File: src/rtl/phasor_bank_if.sv
// Bus bundle for phasor_bank: sweep trigger, voice configuration, FM feed and
// the (voice, address, fraction) output stream toward the wavetable pipeline.
interface phasor_bank_if #(
  parameter int NV = 8,
  parameter int DW = 32,
  parameter int AW = 12
);
  localparam int VW = (NV > 1) ? $clog2(NV) : 1;
  localparam int IW = DW - AW;

  logic          SampleTick;
  logic          CfgWe;
  logic [VW-1:0] CfgVoice;
  logic [1:0]    CfgSel;
  logic [DW-1:0] CfgData;
  logic [VW-1:0] FmVoice;
  logic [DW-1:0] FmInput;
  logic          Busy;
  logic          OutValid;
  logic [VW-1:0] OutVoice;
  logic [AW-1:0] WavetableAddr;
  logic [IW-1:0] Interp;
  logic          OutWrap;
  logic          SweepDone;
  logic          Overrun;

  modport master (
    output SampleTick, CfgWe, CfgVoice, CfgSel, CfgData, FmInput,
    input  FmVoice, Busy, OutValid, OutVoice, WavetableAddr, Interp,
           OutWrap, SweepDone, Overrun
  );

  modport slave (
    input  SampleTick, CfgWe, CfgVoice, CfgSel, CfgData, FmInput,
    output FmVoice, Busy, OutValid, OutVoice, WavetableAddr, Interp,
           OutWrap, SweepDone, Overrun
  );
endinterface

File: src/rtl/phasor_bank.sv
// Time-multiplexed bank of NV phase accumulators, one voice per clock per sweep,
// with per-voice increment, offset, FM, enable and hard sync to the previous voice.
module phasor_bank #(
  parameter int NV = 8,
  parameter int DW = 32,
  parameter int AW = 12
) (
  input logic          Clk,
  input logic          Reset,
  phasor_bank_if.slave bus
);
  localparam int VW = (NV > 1) ? $clog2(NV) : 1;
  localparam int IW = DW - AW;
  localparam logic [VW-1:0] LAST_VOICE = VW'(NV - 1);
  localparam logic [VW-1:0] VOICE_ZERO = {VW{1'b0}};

  localparam logic [1:0] SEL_INC   = 2'd0;
  localparam logic [1:0] SEL_OFF   = 2'd1;
  localparam logic [1:0] SEL_PHASE = 2'd2;
  localparam logic [1:0] SEL_CTRL  = 2'd3;

  typedef enum logic [0:0] {
    ST_IDLE = 1'b0,
    ST_RUN  = 1'b1
  } state_t;

  state_t        state_r;
  state_t        state_nx_s;
  logic [VW-1:0] vcnt_r;
  logic [VW-1:0] vcnt_nx_s;

  logic [DW-1:0] inc_r   [NV];
  logic [DW-1:0] off_r   [NV];
  logic [DW-1:0] phase_r [NV];
  logic [NV-1:0] en_r;
  logic [NV-1:0] sync_en_r;

  logic          prev_wrap_r;
  logic          busy_r;
  logic          overrun_r;

  logic          out_valid_r;
  logic [VW-1:0] out_voice_r;
  logic [AW-1:0] addr_r;
  logic [IW-1:0] interp_r;
  logic          out_wrap_r;
  logic          sweep_done_r;

  logic          run_s;
  logic          start_s;
  logic          last_s;
  logic          cfg_hit_s;
  logic [DW-1:0] cur_inc_s;
  logic [DW-1:0] cur_off_s;
  logic [DW-1:0] cur_phase_s;
  logic          cur_en_s;
  logic          cur_sync_s;
  logic [DW-1:0] freq_s;
  logic [DW:0]   sum_s;
  logic          wrap_s;
  logic          sync_hit_s;
  logic [DW-1:0] addr_s;
  logic [DW-1:0] next_phase_s;

  assign run_s     = (state_r == ST_RUN);
  assign start_s   = (state_r == ST_IDLE) && bus.SampleTick;
  assign last_s    = (vcnt_r == LAST_VOICE);
  assign cfg_hit_s = bus.CfgWe && (bus.CfgVoice <= LAST_VOICE);

  // FSM state register
  always_ff @(posedge Clk or posedge Reset) begin
    if (Reset) begin
      state_r <= ST_IDLE;
      vcnt_r  <= VOICE_ZERO;
    end else begin
      state_r <= state_nx_s;
      vcnt_r  <= vcnt_nx_s;
    end
  end

  // FSM next-state: one voice per RUN cycle, back to IDLE after the last voice
  always_comb begin
    state_nx_s = state_r;
    vcnt_nx_s  = vcnt_r;
    case (state_r)
      ST_IDLE: begin
        if (bus.SampleTick) begin
          state_nx_s = ST_RUN;
          vcnt_nx_s  = VOICE_ZERO;
        end else begin
          state_nx_s = ST_IDLE;
        end
      end
      ST_RUN: begin
        if (last_s) begin
          state_nx_s = ST_IDLE;
          vcnt_nx_s  = VOICE_ZERO;
        end else begin
          vcnt_nx_s  = vcnt_r + {{(VW-1){1'b0}}, 1'b1};
        end
      end
      default: begin
        state_nx_s = ST_IDLE;
        vcnt_nx_s  = VOICE_ZERO;
      end
    endcase
  end

  // Datapath for the voice selected by vcnt; reads the pre-write register values
  always_comb begin
    cur_inc_s   = inc_r[vcnt_r];
    cur_off_s   = off_r[vcnt_r];
    cur_phase_s = phase_r[vcnt_r];
    cur_en_s    = en_r[vcnt_r];
    cur_sync_s  = sync_en_r[vcnt_r];
    freq_s      = cur_inc_s + bus.FmInput;
    sum_s       = {1'b0, cur_phase_s} + {1'b0, freq_s};
    wrap_s      = sum_s[DW] & cur_en_s;
    addr_s      = cur_phase_s + cur_off_s;
    // voice 0 has no predecessor, so its sync enable is ignored
    sync_hit_s  = cur_sync_s && prev_wrap_r && (vcnt_r != VOICE_ZERO);
    if (!cur_en_s) begin
      next_phase_s = cur_phase_s;
    end else if (sync_hit_s) begin
      next_phase_s = {DW{1'b0}};
    end else begin
      next_phase_s = sum_s[DW-1:0];
    end
  end

  // Per-voice registers: accumulator update, then config write (phase load wins)
  always_ff @(posedge Clk or posedge Reset) begin
    if (Reset) begin
      for (int v = 0; v < NV; v++) begin
        inc_r[v]   <= {DW{1'b0}};
        off_r[v]   <= {DW{1'b0}};
        phase_r[v] <= {DW{1'b0}};
      end
      en_r      <= {NV{1'b0}};
      sync_en_r <= {NV{1'b0}};
    end else begin
      if (run_s) begin
        phase_r[vcnt_r] <= next_phase_s;
      end
      if (cfg_hit_s) begin
        case (bus.CfgSel)
          SEL_INC:   inc_r[bus.CfgVoice]   <= bus.CfgData;
          SEL_OFF:   off_r[bus.CfgVoice]   <= bus.CfgData;
          SEL_PHASE: phase_r[bus.CfgVoice] <= bus.CfgData;
          SEL_CTRL: begin
            en_r[bus.CfgVoice]      <= bus.CfgData[0];
            sync_en_r[bus.CfgVoice] <= bus.CfgData[1];
          end
          default: begin
          end
        endcase
      end
    end
  end

  // Wrap of the previously processed voice, cleared when a sweep starts
  always_ff @(posedge Clk or posedge Reset) begin
    if (Reset) begin
      prev_wrap_r <= 1'b0;
    end else if (start_s) begin
      prev_wrap_r <= 1'b0;
    end else if (run_s) begin
      prev_wrap_r <= wrap_s;
    end else begin
      prev_wrap_r <= prev_wrap_r;
    end
  end

  // Busy mirrors the next FSM state; Overrun is sticky until Reset
  always_ff @(posedge Clk or posedge Reset) begin
    if (Reset) begin
      busy_r    <= 1'b0;
      overrun_r <= 1'b0;
    end else begin
      busy_r <= (state_nx_s == ST_RUN);
      if (bus.SampleTick && run_s) begin
        overrun_r <= 1'b1;
      end else begin
        overrun_r <= overrun_r;
      end
    end
  end

  // Output word registers; data fields hold while no word is emitted
  always_ff @(posedge Clk or posedge Reset) begin
    if (Reset) begin
      out_valid_r  <= 1'b0;
      out_voice_r  <= VOICE_ZERO;
      addr_r       <= {AW{1'b0}};
      interp_r     <= {IW{1'b0}};
      out_wrap_r   <= 1'b0;
      sweep_done_r <= 1'b0;
    end else if (run_s) begin
      out_valid_r  <= 1'b1;
      out_voice_r  <= vcnt_r;
      addr_r       <= addr_s[DW-1:IW];
      interp_r     <= addr_s[IW-1:0];
      out_wrap_r   <= wrap_s;
      sweep_done_r <= last_s;
    end else begin
      out_valid_r  <= 1'b0;
      sweep_done_r <= 1'b0;
    end
  end

  assign bus.FmVoice       = vcnt_r;
  assign bus.Busy          = busy_r;
  assign bus.OutValid      = out_valid_r;
  assign bus.OutVoice      = out_voice_r;
  assign bus.WavetableAddr = addr_r;
  assign bus.Interp        = interp_r;
  assign bus.OutWrap       = out_wrap_r;
  assign bus.SweepDone     = sweep_done_r;
  assign bus.Overrun       = overrun_r;

endmodule

File: src/flat_wrapper.sv
// flat-port wrapper written by rule: the top's interface ports become plain ports
module phasor_bank_flat 
#(
  parameter int NV = 8,
  parameter int DW = 32,
  parameter int AW = 12
)
  (Clk, Reset, bus_SampleTick, bus_CfgWe, bus_CfgVoice, bus_CfgSel, bus_CfgData, bus_FmInput, bus_FmVoice, bus_Busy, bus_OutValid, bus_OutVoice, bus_WavetableAddr, bus_Interp, bus_OutWrap, bus_SweepDone, bus_Overrun);
  phasor_bank_if #(.NV(NV), .DW(DW), .AW(AW)) bus_i ();
  input logic Clk;
  input logic Reset;
  input wire logic [$bits(bus_i.SampleTick)-1:0] bus_SampleTick;
  input wire logic [$bits(bus_i.CfgWe)-1:0] bus_CfgWe;
  input wire logic [$bits(bus_i.CfgVoice)-1:0] bus_CfgVoice;
  input wire logic [$bits(bus_i.CfgSel)-1:0] bus_CfgSel;
  input wire logic [$bits(bus_i.CfgData)-1:0] bus_CfgData;
  input wire logic [$bits(bus_i.FmInput)-1:0] bus_FmInput;
  output wire logic [$bits(bus_i.FmVoice)-1:0] bus_FmVoice;
  output wire logic [$bits(bus_i.Busy)-1:0] bus_Busy;
  output wire logic [$bits(bus_i.OutValid)-1:0] bus_OutValid;
  output wire logic [$bits(bus_i.OutVoice)-1:0] bus_OutVoice;
  output wire logic [$bits(bus_i.WavetableAddr)-1:0] bus_WavetableAddr;
  output wire logic [$bits(bus_i.Interp)-1:0] bus_Interp;
  output wire logic [$bits(bus_i.OutWrap)-1:0] bus_OutWrap;
  output wire logic [$bits(bus_i.SweepDone)-1:0] bus_SweepDone;
  output wire logic [$bits(bus_i.Overrun)-1:0] bus_Overrun;
  assign bus_i.SampleTick = bus_SampleTick;
  assign bus_i.CfgWe = bus_CfgWe;
  assign bus_i.CfgVoice = bus_CfgVoice;
  assign bus_i.CfgSel = bus_CfgSel;
  assign bus_i.CfgData = bus_CfgData;
  assign bus_i.FmInput = bus_FmInput;
  assign bus_FmVoice = bus_i.FmVoice;
  assign bus_Busy = bus_i.Busy;
  assign bus_OutValid = bus_i.OutValid;
  assign bus_OutVoice = bus_i.OutVoice;
  assign bus_WavetableAddr = bus_i.WavetableAddr;
  assign bus_Interp = bus_i.Interp;
  assign bus_OutWrap = bus_i.OutWrap;
  assign bus_SweepDone = bus_i.SweepDone;
  assign bus_Overrun = bus_i.Overrun;
  phasor_bank #(.NV(NV), .DW(DW), .AW(AW)) u_core (.Clk(Clk), .Reset(Reset), .bus(bus_i));
endmodule
File: config.mk
export PLATFORM = sky130hd
export DESIGN_NAME = phasor_bank_flat
export DESIGN_NICKNAME = d
export VERILOG_FILES = /design/src/rtl/phasor_bank_if.sv /design/src/rtl/phasor_bank.sv /design/src/flat_wrapper.sv
export SDC_FILE = /design/constraint.sdc
export NUM_CORES = 2
export LEC_CHECK = 0
export BUFFER_PORTS_ARGS = -buffer_cell sky130_fd_sc_hd__buf_2
export CAP_MARGIN = 20
export CORE_UTILIZATION = 50
export CTS_CLUSTER_SIZE = 25
export DETAILED_ROUTE_END_ITERATION = 10
export MAX_ROUTING_LAYER = met4
export PLACE_DENSITY = 0.76
export RECOVER_POWER = 25
export REMOVE_ABC_BUFFERS = 1
export SYNTH_ARGS = -nofsm -noshare
export SYNTH_HDL_FRONTEND = slang
export SYNTH_SLANG_ARGS = --single-unit
File: constraint.sdc
create_clock -name Clk -period 35.4 [get_ports Clk]
set_input_delay 1.77 -clock Clk [delete_from_list [all_inputs] [get_ports Clk]]
set_output_delay 1.77 -clock Clk [all_outputs]
set_load 0.005 [all_outputs]
==> impl_metrics.env <==
export IMPL_dieArea_um2=89800
export IMPL_timing_final_crit_period_ns=15.10
export IMPL_worst_ep_arrival_time_ns=15.82
export IMPL_avgSynthCellArea_um2=11.8
export IMPL_yosysWarnings=0
export IMPL_grt_antenna_before_repair=5
export IMPL_worstPathRequired_ns=36.12
export IMPL_final_util=0.556
export IMPL_cts_max_level=3
export IMPL_yosysSeqAreaShare=0.467
export IMPL_setup_tns_ns=0
export IMPL_skew_ns=0.0253
export IMPL_violations="capacitance limit, slew limit"
export IMPL_placed_area_um2=45800
export IMPL_clkSinkCount=828
export IMPL_ctsHoldBuffers=0
export IMPL_max_cap_violations=10
export IMPL_setup_viol=0
export IMPL_ys_flop_type="dfrtp_1"
export IMPL_hpwl_um=82700
export IMPL_drtIter0Drc=3267
export IMPL_path_class="in2async"
export IMPL_worst_pin_slew_ns=9.18
export IMPL_ys_ff_latch=828
export IMPL_clk_pin_slew_worst_paths_ns=0.06
export IMPL_first_global_vias=32300
export IMPL_ios=116
export IMPL_leakage_nw=21.2
export IMPL_status="finished with violations"
export IMPL_num_vias=32200
export IMPL_power_w=0.00551
export IMPL_via_per_inst=6.50
export IMPL_async_flop_share=1.00
export IMPL_wl_per_cell_um=26.1
export IMPL_wirelength_um=129000
export IMPL_hold_class="reg2reg"
export IMPL_max_stage_delay_ns=6.67
export IMPL_drive_above_1_share=0.307
export IMPL_area_delta_synth_final_pct=9.49
export IMPL_die_y_um=300
export IMPL_synthCells=3768
export IMPL_design_area_um2=48500
export IMPL_rsz0062_at_grt="false"
export IMPL_critPathMaxFanout=173
export IMPL_ir_drop_uv=68.1
export IMPL_cts_repair_resize_count=0
export IMPL_portBuffers=115
export IMPL_final_fill_count=7272
export IMPL_nNetsFinal=3915
export IMPL_globalRouteOverflowTotal=0
export IMPL_antenna_left=0
export IMPL_path_cells="buf_2, clkinvlp_2, clkbuf_1, buf_4, buf_4, buf_4, buf_4"
export IMPL_syn_area_um2=44300
export IMPL_power_density_nw_per_um2=114
export IMPL_die_w_um=300
export IMPL_grt_usage=0.297
export IMPL_drc=0
export IMPL_setup_ws_ns=20.30
export IMPL_cp_slowest_cell="clkbuf_1"
export IMPL_place_ws_ns=27.58
export IMPL_end_kind="async pin"
export IMPL_synth_edf_count=0
export IMPL_hold_viol=0
export IMPL_fp_row_count=108
export IMPL_gp_congestion=0.994
export IMPL_slew_viol_final=587
export IMPL_post_cts_buffers=0
export IMPL_grt_pass1_wl_um=199000
export IMPL_insertion_delay_ns=0.66
export IMPL_path_common_cell="buf_4"
export IMPL_coreArea_um2=87300
export IMPL_fmax_mhz=66.2
export IMPL_grt_max_degree=186
export IMPL_netlist_cell_type_count=78
export IMPL_initial_core_util=0.508
export IMPL_cts_root_buf="clkbuf_16"
export IMPL_clock_path_buffers=3
export IMPL_drt_pass1_iterations=6
export IMPL_cts_tree="done"
export IMPL_crit_path_start_kind="input pin"
export IMPL_slew_headroom=-5.12
export IMPL_cts_inserted_buffers=84
export IMPL_fin_crit_sh=0.426
per-stage QoR:
stage,std cells,hold slack (ns)
after floorplan,3473,0.451
after global placement,4806,0.442
after detailed placement,4806,0.441
after CTS,4955,0.454
after global routing,4958,0.490
final,4961,0.451
per-layer routing:
| metal | wire length, um | track usage | up-vias |
|---|---|---|---|
| li1 | - | - | 13800 |
| met1 | 53300 | 0.396 | 16500 |
| met2 | 60600 | 0.460 | 1571 |
| met3 | 10700 | 0.0486 | 343 |
| met4 | 4740 | 0.111 | 0 |
| met5 | 0 | - | - |
flip-flops by register name (all words and copies together) (netlist names):
signal                    flops
u_core.en_r                   8
u_core.bus.WavetableAddr     12
u_core.sync_en_r              8
u_core.bus.OutValid           1
u_core.off_r                256
u_core.bus.Overrun            1
u_core.phase_r              256
u_core.inc_r                256
u_core.bus.Interp            20
u_core.bus.FmVoice            3
u_core.bus.SweepDone          1
u_core.bus.OutWrap            1
u_core.bus.OutVoice           3
u_core.prev_wrap_r            1
u_core.run_s                  1
cells in the final DEF (no fill, tap or decap), types with 7 or more instances in the layout:
cell type / instances
o21bai_1: 14
nor2_1: 226
dfrtp_1: 825
clkinv_2: 16
xor2_1: 18
a211oi_1: 52
xnor2_1: 48
clkbuf_8: 13
mux4_2: 196
a21oi_1: 240
nand2_1: 251
o211ai_1: 15
o31ai_1: 20
a21boi_0: 8
clkbuf_1: 57
and3_1: 46
a31oi_1: 40
nand3_1: 27
nand4_1: 14
inv_1: 38
nor2_4: 8
buf_2: 88
mux2i_1: 25
o21ai_0: 200
or3_1: 51
nor2b_1: 11
nor3_1: 18
a21o_1: 105
nand2b_1: 12
clkbuf_16: 89
ha_1: 100
nand2_2: 7
o21a_1: 18
a22oi_2: 9
mux2_2: 635
buf_4: 52
o21ai_1: 90
cell usage after synthesis (4+ instances only):
cell	instances	area [um^2]
o21a_1	18	135
a211o_1	6	52.6
ha_1	100	1250
mux4_2	196	4410
o21ai_0	200	1000
a2111oi_0	4	35.0
buf_2	41	205
or3_1	51	319
mux2_2	635	7150
and2_1	11	68.8
o21bai_1	14	105
a21o_1	105	788
a21oi_1	240	1200
mux2i_1	25	250
nor3b_1	4	30.0
dfrtp_1	828	20700
nor2b_1	11	68.8
xnor2_1	48	420
a21boi_0	8	60.1
nand3_1	27	135
buf_4	9	67.6
nand4_1	14	87.6
nor2_1	240	901
buf_1	38	143
a22oi_2	9	113
o211ai_1	15	113
nand3b_1	4	30.0
nand2b_1	12	75.1
nor3_1	20	100
inv_1	39	146
o31ai_1	20	150
nand2_1	255	957
a32oi_2	4	65.1
o21ai_1	90	450
and4_1	5	43.8
xor2_1	18	158
clkbuf_1	204	766
and3_1	46	288
a211oi_1	52	390
a31oi_1	40	250
kinds of logic (layout without fill, tap and decap cells):
kind of cell | Yosys count | count (layout) | synth area share
mux | 856 | 856 | 0.267
other cells | 0 | 4 | 0
compound gates | 865 | 865 | 0.120
simple gates | 715 | 715 | 0.0727
fa+ha+maj | 103 | 103 | 0.0296
xor+xnor | 66 | 66 | 0.0130
flops | 828 | 828 | 0.467
buf+inv | 335 | 369 | 0.0308
area by class of cell:
| class | count | area [um^2] | share of cell area |
|---|---|---|---|
| multi-input combinational | 2605 | 22300 | 0.460 |
| tap | 1155 | 1450 | 0.0298 |
| clock inverter | 26 | 318 | 0.00655 |
| antenna | 4 | 10.0 | 0.000206 |
| clock buffer | 123 | 2480 | 0.0512 |
| inverter | 40 | 151 | 0.00312 |
| timing repair buffer | 180 | 1050 | 0.0217 |
| sequential | 828 | 20700 | 0.427 |
report_power, final:
part / total [W] / switching (W) / internal [W]
Sequential: 0.00139 / 0.000165 / 0.00123
Clock: 0.000913 / 0.000382 / 0.000531
Combinational: 0.00321 / 0.00192 / 0.00129
worst paths after layout:
path	slack (ns)	endpoint	depth (start not counted)	startpoint
worst max-delay path	20.30	u_core.off_r[158]$_DFFE_PP0P_	7	Reset
worst min-delay path	0.45	u_core.bus.Overrun$_DFFE_PP0P_	1	u_core.bus.Overrun$_DFFE_PP0P_
worst max register to register	25.16	u_core.phase_r[127]$_DFF_PP0_	22	u_core.bus.FmVoice[1]$_DFFE_PP0P_
worst min register to register	0.45	u_core.bus.Overrun$_DFFE_PP0P_	1	u_core.bus.Overrun$_DFFE_PP0P_
max in group Clk	25.16	u_core.phase_r[127]$_DFF_PP0_	22	u_core.bus.FmVoice[1]$_DFFE_PP0P_
min in group asynchronous	2.90	u_core.inc_r[38]$_DFFE_PP0P_	2	Reset
worst max-delay path: cells and delay by family:
kind     cells  cell delay (ns)
buf+inv      7            13.74
Power figures use the tool's default switching activity.
